File: src/rtl/sb_pkg.sv
// Shared definitions for the sideband receive path.
//
// Contents:
//   DLE, ETX, STX_MASK/STX_VAL - framing byte values
//   CRC_POLY, CRC_INIT         - CRC-16 parameters (MSB-first, no reflection, no final XOR)
//   sb_state_e                 - deframer FSM states
//   sb_uart_state_e            - symbol deserializer states
//   crc16_byte()               - fold one byte into a running CRC-16
package sb_pkg;

   localparam logic [7:0]  DLE      = 8'hFE;
   localparam logic [7:0]  ETX      = 8'h40;
   localparam logic [7:0]  STX_MASK = 8'h1F;
   localparam logic [7:0]  STX_VAL  = 8'h05;
   localparam logic [15:0] CRC_POLY = 16'h8005;
   localparam logic [15:0] CRC_INIT = 16'hFFFF;

   typedef enum logic [1:0] {
      StHunt,
      StGotDle,
      StPayload,
      StPayDle
   } sb_state_e;

   typedef enum logic [1:0] {
      UartIdle,
      UartData,
      UartStop,
      UartWaitHigh
   } sb_uart_state_e;

   function automatic logic [15:0] crc16_byte(input logic [15:0] crc_in,
                                              input logic [7:0]  data);
      logic [15:0] crc;
      crc = crc_in ^ {data, 8'h00};
      for (int i = 0; i < 8; i++) begin
         crc = crc[15] ? ((crc << 1) ^ CRC_POLY) : (crc << 1);
      end
      return crc;
   endfunction

endpackage

File: src/rtl/sb_uart_rx.sv
// Sideband symbol deserializer: one sample of sbrx per sb_clk, recovers 10-bit
// UART symbols (start 0, 8 data bits LSB first, stop 1).
//
// Ports:
//   sb_clk      in   sideband clock, one bit-time per cycle
//   rst         in   asynchronous active-low reset
//   enable      in   low forces the deserializer to idle and drops pending strobes
//   sbrx        in   serial input, idles high
//   byte_data   out  last received data byte, stable while byte_valid is high
//   byte_valid  out  registered strobe, one cycle, for a symbol with a good stop bit
//   stop_err    out  registered strobe, one cycle, for a symbol whose stop bit was 0
module sb_uart_rx
   import sb_pkg::*;
(
   input  logic       sb_clk,
   input  logic       rst,
   input  logic       enable,
   input  logic       sbrx,
   output logic [7:0] byte_data,
   output logic       byte_valid,
   output logic       stop_err
);

   sb_uart_state_e state_q, state_d;
   logic [2:0]     bit_cnt_q, bit_cnt_d;
   logic [7:0]     shift_q, shift_d;
   logic           byte_valid_q, byte_valid_d;
   logic           stop_err_q, stop_err_d;

   always_comb begin
      state_d      = state_q;
      bit_cnt_d    = bit_cnt_q;
      shift_d      = shift_q;
      byte_valid_d = 1'b0;
      stop_err_d   = 1'b0;

      unique case (state_q)
         UartIdle: begin
            if (!sbrx) begin
               state_d   = UartData;
               bit_cnt_d = 3'd0;
            end
         end
         UartData: begin
            shift_d   = {sbrx, shift_q[7:1]};
            bit_cnt_d = bit_cnt_q + 3'd1;
            if (bit_cnt_q == 3'd7) begin
               state_d = UartStop;
            end
         end
         UartStop: begin
            if (sbrx) begin
               byte_valid_d = 1'b1;
               state_d      = UartIdle;
            end else begin
               stop_err_d = 1'b1;
               state_d    = UartWaitHigh;
            end
         end
         UartWaitHigh: begin
            // A broken symbol may leave the line low; only a high sample re-arms start detection.
            if (sbrx) begin
               state_d = UartIdle;
            end
         end
      endcase

      if (!enable) begin
         state_d      = UartIdle;
         byte_valid_d = 1'b0;
         stop_err_d   = 1'b0;
      end
   end

   always_ff @(posedge sb_clk or negedge rst) begin
      if (!rst) begin
         state_q      <= UartIdle;
         bit_cnt_q    <= 3'd0;
         shift_q      <= 8'h00;
         byte_valid_q <= 1'b0;
         stop_err_q   <= 1'b0;
      end else begin
         state_q      <= state_d;
         bit_cnt_q    <= bit_cnt_d;
         shift_q      <= shift_d;
         byte_valid_q <= byte_valid_d;
         stop_err_q   <= stop_err_d;
      end
   end

   assign byte_data  = shift_q;
   assign byte_valid = byte_valid_q;
   assign stop_err   = stop_err_q;

endmodule

File: src/rtl/sb_rx_deframer.sv
// Sideband receive deframer: finds DLE/STX ... DLE/ETX frames in the symbol
// stream, removes DLE stuffing, strips the two trailing CRC bytes through a
// two-byte delay line and reports per-frame completion status.
//
// Build option: define SB_RX_CRC_EN to build the CRC-16 register and compare
// it against the received CRC; without it rx_crc_err is tied low while the
// trailing bytes are still stripped and the short-frame check is kept.
//
// Ports:
//   sb_clk        in   sideband clock
//   rst           in   asynchronous active-low reset
//   sbrx          in   serial sideband input, idles high
//   enable        in   receiver enable; low forces idle/HUNT without status
//   rx_data       out  payload byte (0 when rx_valid is low)
//   rx_valid      out  one cycle per payload byte
//   rx_sop        out  first payload byte of a frame
//   rx_rsp        out  response flag from STX bit 5, held until the next STX
//   rx_done       out  one-cycle pulse, frame ended with DLE ETX
//   rx_crc_err    out  with rx_done, CRC mismatch
//   rx_frame_err  out  one-cycle pulse on abort (stop bit, bad DLE pair, short frame)
//   rx_ovf        out  one-cycle pulse on abort for payload beyond MAX_PAYLOAD
module sb_rx_deframer
   import sb_pkg::*;
#(
   parameter int unsigned MAX_PAYLOAD = 64
) (
   input  logic       sb_clk,
   input  logic       rst,
   input  logic       sbrx,
   input  logic       enable,
   output logic [7:0] rx_data,
   output logic       rx_valid,
   output logic       rx_sop,
   output logic       rx_rsp,
   output logic       rx_done,
   output logic       rx_crc_err,
   output logic       rx_frame_err,
   output logic       rx_ovf
);

   localparam int unsigned      CntW   = $clog2(MAX_PAYLOAD + 1);
   localparam logic [CntW-1:0] MaxCnt = CntW'(MAX_PAYLOAD);

   logic [7:0] byte_data;
   logic       byte_valid;
   logic       stop_err;

   sb_uart_rx u_uart_rx (
      .sb_clk     (sb_clk),
      .rst        (rst),
      .enable     (enable),
      .sbrx       (sbrx),
      .byte_data  (byte_data),
      .byte_valid (byte_valid),
      .stop_err   (stop_err)
   );

   sb_state_e       state_q, state_d;
   logic [7:0]      dl_old_q, dl_old_d;
   logic [7:0]      dl_new_q, dl_new_d;
   logic [1:0]      dl_cnt_q, dl_cnt_d;
   logic [CntW-1:0] pay_cnt_q, pay_cnt_d;

   logic [7:0] data_q, data_d;
   logic       valid_q, valid_d;
   logic       sop_q, sop_d;
   logic       rsp_q, rsp_d;
   logic       done_q, done_d;
   logic       frame_err_q, frame_err_d;
   logic       ovf_q, ovf_d;

   logic       push;     // byte enters the delay line
   logic       stx_hit;  // STX accepted this cycle
   logic       emit;     // oldest delay-line byte leaves as payload

   always_comb begin
      state_d     = state_q;
      dl_old_d    = dl_old_q;
      dl_new_d    = dl_new_q;
      dl_cnt_d    = dl_cnt_q;
      pay_cnt_d   = pay_cnt_q;
      data_d      = 8'h00;
      valid_d     = 1'b0;
      sop_d       = 1'b0;
      rsp_d       = rsp_q;
      done_d      = 1'b0;
      frame_err_d = 1'b0;
      ovf_d       = 1'b0;
      push        = 1'b0;
      stx_hit     = 1'b0;
      emit        = 1'b0;

      if (!enable) begin
         state_d   = StHunt;
         dl_cnt_d  = 2'd0;
         pay_cnt_d = '0;
         rsp_d     = 1'b0;
      end else if (stop_err) begin
         frame_err_d = 1'b1;
         state_d     = StHunt;
      end else if (byte_valid) begin
         unique case (state_q)
            StHunt: begin
               if (byte_data == DLE) begin
                  state_d = StGotDle;
               end
            end
            StGotDle: begin
               if ((byte_data & STX_MASK) == STX_VAL) begin
                  stx_hit   = 1'b1;
                  rsp_d     = byte_data[5];
                  dl_cnt_d  = 2'd0;
                  pay_cnt_d = '0;
                  state_d   = StPayload;
               end else if (byte_data != DLE) begin
                  state_d = StHunt;
               end
            end
            StPayload: begin
               if (byte_data == DLE) begin
                  state_d = StPayDle;
               end else begin
                  push = 1'b1;
               end
            end
            StPayDle: begin
               if (byte_data == DLE) begin
                  push    = 1'b1;
                  state_d = StPayload;
               end else if (byte_data == ETX) begin
                  state_d = StHunt;
                  // The delay line must hold both CRC bytes for a valid frame end.
                  if (dl_cnt_q != 2'd2) begin
                     frame_err_d = 1'b1;
                  end else begin
                     done_d = 1'b1;
                  end
               end else begin
                  frame_err_d = 1'b1;
                  state_d     = StHunt;
               end
            end
         endcase
      end

      if (push) begin
         if (dl_cnt_q == 2'd2) begin
            if (pay_cnt_q == MaxCnt) begin
               ovf_d   = 1'b1;
               state_d = StHunt;
            end else begin
               emit      = 1'b1;
               valid_d   = 1'b1;
               data_d    = dl_old_q;
               sop_d     = (pay_cnt_q == '0);
               pay_cnt_d = pay_cnt_q + 1'b1;
            end
         end else begin
            dl_cnt_d = dl_cnt_q + 2'd1;
         end
         dl_old_d = dl_new_q;
         dl_new_d = byte_data;
      end
   end

   always_ff @(posedge sb_clk or negedge rst) begin
      if (!rst) begin
         state_q     <= StHunt;
         dl_old_q    <= 8'h00;
         dl_new_q    <= 8'h00;
         dl_cnt_q    <= 2'd0;
         pay_cnt_q   <= '0;
         data_q      <= 8'h00;
         valid_q     <= 1'b0;
         sop_q       <= 1'b0;
         rsp_q       <= 1'b0;
         done_q      <= 1'b0;
         frame_err_q <= 1'b0;
         ovf_q       <= 1'b0;
      end else begin
         state_q     <= state_d;
         dl_old_q    <= dl_old_d;
         dl_new_q    <= dl_new_d;
         dl_cnt_q    <= dl_cnt_d;
         pay_cnt_q   <= pay_cnt_d;
         data_q      <= data_d;
         valid_q     <= valid_d;
         sop_q       <= sop_d;
         rsp_q       <= rsp_d;
         done_q      <= done_d;
         frame_err_q <= frame_err_d;
         ovf_q       <= ovf_d;
      end
   end

`ifdef SB_RX_CRC_EN
   logic [15:0] crc_q, crc_d;
   logic        crc_err_q, crc_err_d;

   // Running CRC covers the STX byte and every emitted payload byte.
   always_comb begin
      crc_d = crc_q;
      if (!enable) begin
         crc_d = CRC_INIT;
      end else if (stx_hit) begin
         crc_d = crc16_byte(CRC_INIT, byte_data);
      end else if (emit) begin
         crc_d = crc16_byte(crc_q, dl_old_q);
      end
   end

   // Received CRC is low byte first: the older held byte is the low half.
   assign crc_err_d = done_d && ({dl_new_q, dl_old_q} != crc_q);

   always_ff @(posedge sb_clk or negedge rst) begin
      if (!rst) begin
         crc_q     <= CRC_INIT;
         crc_err_q <= 1'b0;
      end else begin
         crc_q     <= crc_d;
         crc_err_q <= crc_err_d;
      end
   end

   assign rx_crc_err = crc_err_q;
`else
   logic unused_crc_ctl;
   assign unused_crc_ctl = stx_hit ^ emit;
   assign rx_crc_err     = 1'b0;
`endif

   assign rx_data      = data_q;
   assign rx_valid     = valid_q;
   assign rx_sop       = sop_q;
   assign rx_rsp       = rsp_q;
   assign rx_done      = done_q;
   assign rx_frame_err = frame_err_q;
   assign rx_ovf       = ovf_q;

endmodule
File: config.mk
export PLATFORM = sky130hd
export DESIGN_NAME = sb_rx_deframer
export DESIGN_NICKNAME = d
export VERILOG_FILES = /design/src/rtl/sb_pkg.sv /design/src/rtl/sb_uart_rx.sv /design/src/rtl/sb_rx_deframer.sv
export SDC_FILE = /design/constraint.sdc
export NUM_CORES = 1
export LEC_CHECK = 0
export CORE_AREA = 2 2 73 75
export CTS_CLUSTER_SIZE = 40
export DETAILED_ROUTE_END_ITERATION = 10
export DIE_AREA = 0 0 75 77
export MAX_ROUTING_LAYER = met4
export PLACE_DENSITY = 0.73
export SLEW_MARGIN = 10
export SYNTH_ARGS = -nofsm -noshare
export SYNTH_HDL_FRONTEND = slang
export SYNTH_HIERARCHICAL = 1
export SYNTH_SLANG_ARGS = --single-unit
File: constraint.sdc
create_clock -name sb_clk -period 1.95 [get_ports sb_clk]
set_clock_uncertainty 0.05 [all_clocks]
set_input_delay 0.585 -clock sb_clk [delete_from_list [all_inputs] [get_ports sb_clk]]
set_output_delay 0.585 -clock sb_clk [all_outputs]
set_load 0.02 [all_outputs]
==> Yosys cells after proc, flatten, opt, wreduce, memory -nomap -nowiden <==
Cells that the tools add are included.
Widths: inputs -> output; s select.
{ "op_classes": {"add_sub_neg": 3, "n_eq_ne": 22, "muxes": 78, "n_reduce_logical": 7} }
{ "op_table": {"columns": ["cell", "n"], "rows": [
  ["$mux 7", 8],
  ["$mux 2", 23],
  ["$mux 1", 39],
  ["$mux 8", 3],
  ["$pmux 2 s4", 2],
  ["$eq 2x2->1 const B", 5],
  ["$eq 8x7->1 const B", 1],
  ["$eq 8x8->1 const B", 1],
  ["$ne 8x8->1 const B", 1],
  ["$add 7x1->7 const B", 1],
  ["$eq 7x7->1 const B", 1],
  ["$logic_not 7->1", 1],
  ["$ne 2x1->1 const B", 3],
  ["$ne 2x2->1 const B", 3],
  ["$ne 3x3->1 const B", 2],
  ["$pmux 3 s2", 1],
  ["$eq 5x3->1 const B", 1],
  ["$eq 2x1->1 const B", 2],
  ["$logic_not 2->1", 2],
  ["$reduce_and 4->1", 1],
  ["$add 3x1->3 const B", 1],
  ["$eq 3x3->1 const B", 1],
  ["$mux 3", 1],
  ["$ne 3x2->1 const B", 1],
  ["other kinds (5)", 5]
]} }
{ "totals": {"register_bits": 56, "inputBits": 4, "output_inout_bits": 15, "elab_cells": 127} }

==> Longest topological paths before layout <==
{ "logic_depth": {"depth_word": 10, "ltp_mapped": 8, "ltp_nobuf": 7} }

==> Modules after synthesis <==
The synthesis kept the hierarchy.
{ "by_module_without_submodules": {"columns": ["mod", "instances", "cells_each", "area_each_um2"], "rows": [
  ["sb_rx_deframer", 1, 159, 1878.1],
  ["sb_uart_rx", 1, 58, 604.3]
]} }

==> Least setup slack after synthesis <==
Ideal clock, no wire load.
{ "synth_timing": {"kind": "reg-to-reg", "start": "register u_uart_rx.shift_q[0] (netlist: u_uart_rx/byte_data[0])", "end": "register dl_new_q[0]", "arrival_time_ps": 1663, "t_required_ps": 1775, "path_slack_ps": 112, "stages_incl_launch_ff": 7, "synth_period_minus_slack_ps": 1838, "cell_sequence": "dfrtp_1 nand4b_1 o21ai_0 nor3b_1 buf_2 buf_4 mux2_2"} }
{ "synth_between": {"elab_chain_cells": 6, "word_cells_on_any_way": 7, "cone_classes": "1 x eq/ne; 6 x mux"} }
{ "synth_rtl": {"columns": ["element", "line", "text"], "rows": [
  ["start: declaration", "sb_uart_rx.sv:26", "logic [7:0] shift_q, shift_d;"],
  ["start signal: assignment", "sb_uart_rx.sv:85", "shift_q <= shift_d;"],
  ["$eq 8x8->1", "sb_rx_deframer.sv:120, sb_rx_deframer.sv:127", null],
  ["$mux 1 (on tied branches)", "sb_rx_deframer.sv:127, sb_rx_deframer.sv:120", null],
  ["$pmux 1 s2", "sb_rx_deframer.sv:102", "unique case (state_q)"],
  ["$mux 1", "sb_rx_deframer.sv:101", "end else if (byte_valid) begin"],
  ["$mux 1", "sb_rx_deframer.sv:98", "end else if (stop_err) begin"],
  ["$mux 1", "sb_rx_deframer.sv:93", "if (!enable) begin"],
  ["end signal: assignment", "sb_rx_deframer.sv:183", "dl_new_q <= dl_new_d;"],
  ["end: declaration", "sb_rx_deframer.sv:60", "logic [7:0] dl_new_q, dl_new_d;"]
]} }
Parallel ways exist; a longest one is shown, timed or not.
A chain may end at the register's enable or synchronous reset.

==> Final worst setup path <==
{ "layout_timing": {"start": "register u_uart_rx.shift_q[0] (netlist: u_uart_rx/byte_data[0])", "end": "register dl_new_q[6]"} }
{ "layout_between": {"elab_chain_cells": 6, "word_cells_on_any_way": 7, "cone_classes": "1 x eq/ne; 6 x mux"} }
{ "layout_rtl": {"columns": ["element", "line"], "rows": [
  ["$eq 8x8->1 *", "sb_rx_deframer.sv:120, sb_rx_deframer.sv:127"],
  ["$mux 1 (on tied branches)", "sb_rx_deframer.sv:127, sb_rx_deframer.sv:120"],
  ["$pmux 1 s2 *", "sb_rx_deframer.sv:102"],
  ["$mux 1 *", "sb_rx_deframer.sv:101"],
  ["$mux 1 *", "sb_rx_deframer.sv:98"],
  ["$mux 1 *", "sb_rx_deframer.sv:93"]
]} }
Every way passes the cells marked *; elsewhere a longest branch is shown, timed or not.

==> impl_metrics.tcl <==
set metrics [dict create \
    clk_latency_ns 0.32 \
    synth_ff_type "dfrtp_1" \
    htreeDepth 2 \
    async_flop_share 1.00 \
    cp_slowest_cell "dfrtp_1" \
    drive_gt1_frac 0.305 \
    worstPathCellList "nand4b_1, buf_4, o21ai_2, nor3b_4, buf_6, clkbuf_16, mux2_4" \
    clk_pin_slew_worst_paths_ns 0.11 \
    wl_per_cell_um 15.4 \
    min_period_ns 1.91 \
    cts_tree "yes" \
    nFillCells 377 \
    ios 19 \
    worstSetupPathType "register to register" \
    peakVddDrop_uv 526 \
    multi_input_area_mm2 0.00112 \
    antenna_found_initial 0 \
    cts_root_buf "clkbuf_8" \
    ys_ff_latch 56 \
    drt-vias-per-instance 5.23 \
    antennaDiodeCount 0 \
    drv_cap 0 \
    coreArea_mm2 0.00498 \
    die_h_um 77 \
    worstSetupStartpointType "register" \
    gr-total-overflow 0 \
    arrival_ns 2.08 \
    place_area_mm2 0.00289 \
    postSynthAreaPerCell_um2 11.4 \
    critPathCapture "dl_new_q[6]$_DFFE_PN0P_" \
    ant_nets 0 \
    final-setup-viol-count 0 \
    rows 26 \
    grt_pass1_wl_mm 7.82 \
    hold_ws_ns 0.0946 \
    drv_slew 0 \
    reg2reg_from "u_uart_rx/byte_data[0]$_DFFE_PN0P_" \
    gp_congestion 0.891 \
    finalSetupTns_ns 0 \
    wirelength_mm 5.12 \
    ys_types 48 \
    hpwl_mm 3.15 \
    grt_pass1_vias 1632 \
    first_pass_iters 4 \
    yosysSeqAreaShare 0.565 \
    grt_max_degree 30 \
    period_share 0.980 \
    layout.nets 269 \
    mappedNetlistArea_mm2 0.00248 \
    dieArea_mm2 0.00578 \
    syn_nets 225 \
    fin_total_pwr_mw 2.17 \
    yosysWarnings 6 \
    portBuffers 17 \
    drc 0 \
    path_max_fanout 8 \
    crit_required_ns 2.12 \
    design_area_mm2 0.00319 \
    start_util 0.499 \
    clock_sinks 56 \
    area_delta_synth_final_pct 28.5 \
    rsz0062_at_grt "true" \
    layout_commonest_cell "dfrtp_1" \
    synth-edff-count 0 \
    rrSetupSlack_ns 0.04 \
    drtIter0Drc 143 \
    die_x_um 75 \
    pwr_density_cell_mw_per_mm2 681 \
    postSynthCellCount 217 \
    cts_buffer_depth 2 \
    crit_path_end_kind "register" \
    fmax_mhz 523 \
    hold_viol 0 \
    status "completed" \
    hp-class "primary input to async pin" \
    reg2reg_depth 7 \
    cpPeakStageDelay_ns 0.40 \
    final_cell_mix "dfrtp_1 (52), nand2_1 (37), buf_4 (23)" \
    seqCellArea_mm2 0.00141 \
    leakagePower_nw 1.56 \
    grt_usage 0.182 \
    vias 1738 \
    r2r-end "dl_new_q[6]$_DFFE_PN0P_" \
    startpoint "u_uart_rx/byte_data[0]$_DFFE_PN0P_" \
    cts_made_buffers 5 \
]
sequential cells by signal, indices dropped and copies added (netlist names), 2 cells and up:
signal	flops
dl_new_q	8
dl_old_q	8
rx_data	8
u_uart_rx/byte_data	8
pay_cnt_q	7
u_uart_rx/bit_cnt_q	3
dl_cnt_q	2
state_q	2
u_uart_rx/state_q	2
final cells by class:
class / count / share of cell area
clock inverter: 3 / 0.00863
multi-input combinational: 145 / 0.350
sequential: 56 / 0.441
clock buffer: 5 / 0.0216
timing repair buffer: 47 / 0.144
inverter: 6 / 0.00706
tap: 70 / 0.0275
timing repair:
| action | in CTS | in global routing |
|---|---|---|
| setup buffers | 1 | 3 |
| gates cloned | 0 | 2 |
| pin swaps | 1 | 2 |
| hold buffers | 0 | 0 |
| setup endpoints to repair | 36 | 27 |
| hold endpoints to repair | 0 | 0 |
| resized for setup | 4 | 32 |
logic make-up (layout without fill, tap and decap cells):
kind of cell / after synthesis / count (layout) / synth area share
buffers and inverters: 16 / 61 / 0.0328
muxes: 21 / 21 / 0.0932
other: 1 / 1 / 0.00151
AOI/OAI and AO/OA: 19 / 19 / 0.0645
DFF: 56 / 56 / 0.565
and+or+nand+nor: 100 / 100 / 0.223
adders and majority gates: 4 / 4 / 0.0202
Yosys cell counts, types with 2 or more instances:
master     n  area share
nand3_1    9       0.018
dfrtp_1   56        0.56
nand4_1    2      0.0050
nor3b_1    3      0.0091
and4b_1    2      0.0081
inv_1      6      0.0091
buf_2      5       0.010
or3_1      2      0.0050
a21oi_1    2      0.0040
mux2i_1    4       0.016
ha_1       4       0.020
nor2_1     5      0.0076
nor2b_1    2      0.0050
or2_2      2      0.0050
nor3_1     3      0.0060
mux2_2    17       0.077
and3_1    11       0.028
a22o_1     3       0.011
nand2_1   38       0.057
o21ai_0    3      0.0060
nand2b_1   5       0.013
buf_4      4       0.012
nor4_1     3      0.0076
or4_1      2      0.0060
layer usage:
metal  wire [um]  vias to the layer above  track usage
met5           0                        -            -
met4         107                        0       0.0768
met3         178                        7       0.0276
met2        2440                       40        0.262
met1        2400                      848        0.257
li1            -                      843            -
critical path: cells and delay by family (launching register included):
kind,cells,cell delay (ns)
buffers and inverters,3,0.49
AOI/OAI and AO/OA,1,0.10
muxes,1,0.30
DFF,1,0.40
and+or+nand+nor,2,0.47
power breakdown:
group          switching [mW]  leakage [nW]  internal (mW)  total [mW]
combinational           0.123         0.750          0.114       0.237
sequential             0.0504         0.765           1.21        1.26
clock                   0.411        0.0463          0.265       0.675
total                   0.584          1.56           1.59        2.17
per-stage QoR:
step | utilization | instances | worst slack, ns
after floorplan | - | 217 | 0.112
after global placement | 0.580 | 318 | -0.443
after detailed placement | 0.580 | 318 | -0.473
after CTS | 0.604 | 327 | 0.00562
after global routing | 0.641 | 332 | -0.0277
final | 0.641 | 332 | 0.0396
worst min path at each step:
stage	from	to	slack [ns]	cells past startpoint
after floorplan	rst	dl_cnt_q[0]$_DFF_PN0_	0.24	0
after global placement	dl_old_q[6]$_DFFE_PN0P_	dl_old_q[6]$_DFFE_PN0P_	0.43	1
after detailed placement	dl_old_q[3]$_DFFE_PN0P_	dl_old_q[3]$_DFFE_PN0P_	0.44	1
after CTS	rst	rx_data[0]$_DFF_PN0_	0.10	1
after global routing	rst	rx_data[2]$_DFF_PN0_	0.12	1
final	rst	rx_data[5]$_DFF_PN0_	0.09	1
Note: power is estimated with default switching activity, not from simulation.
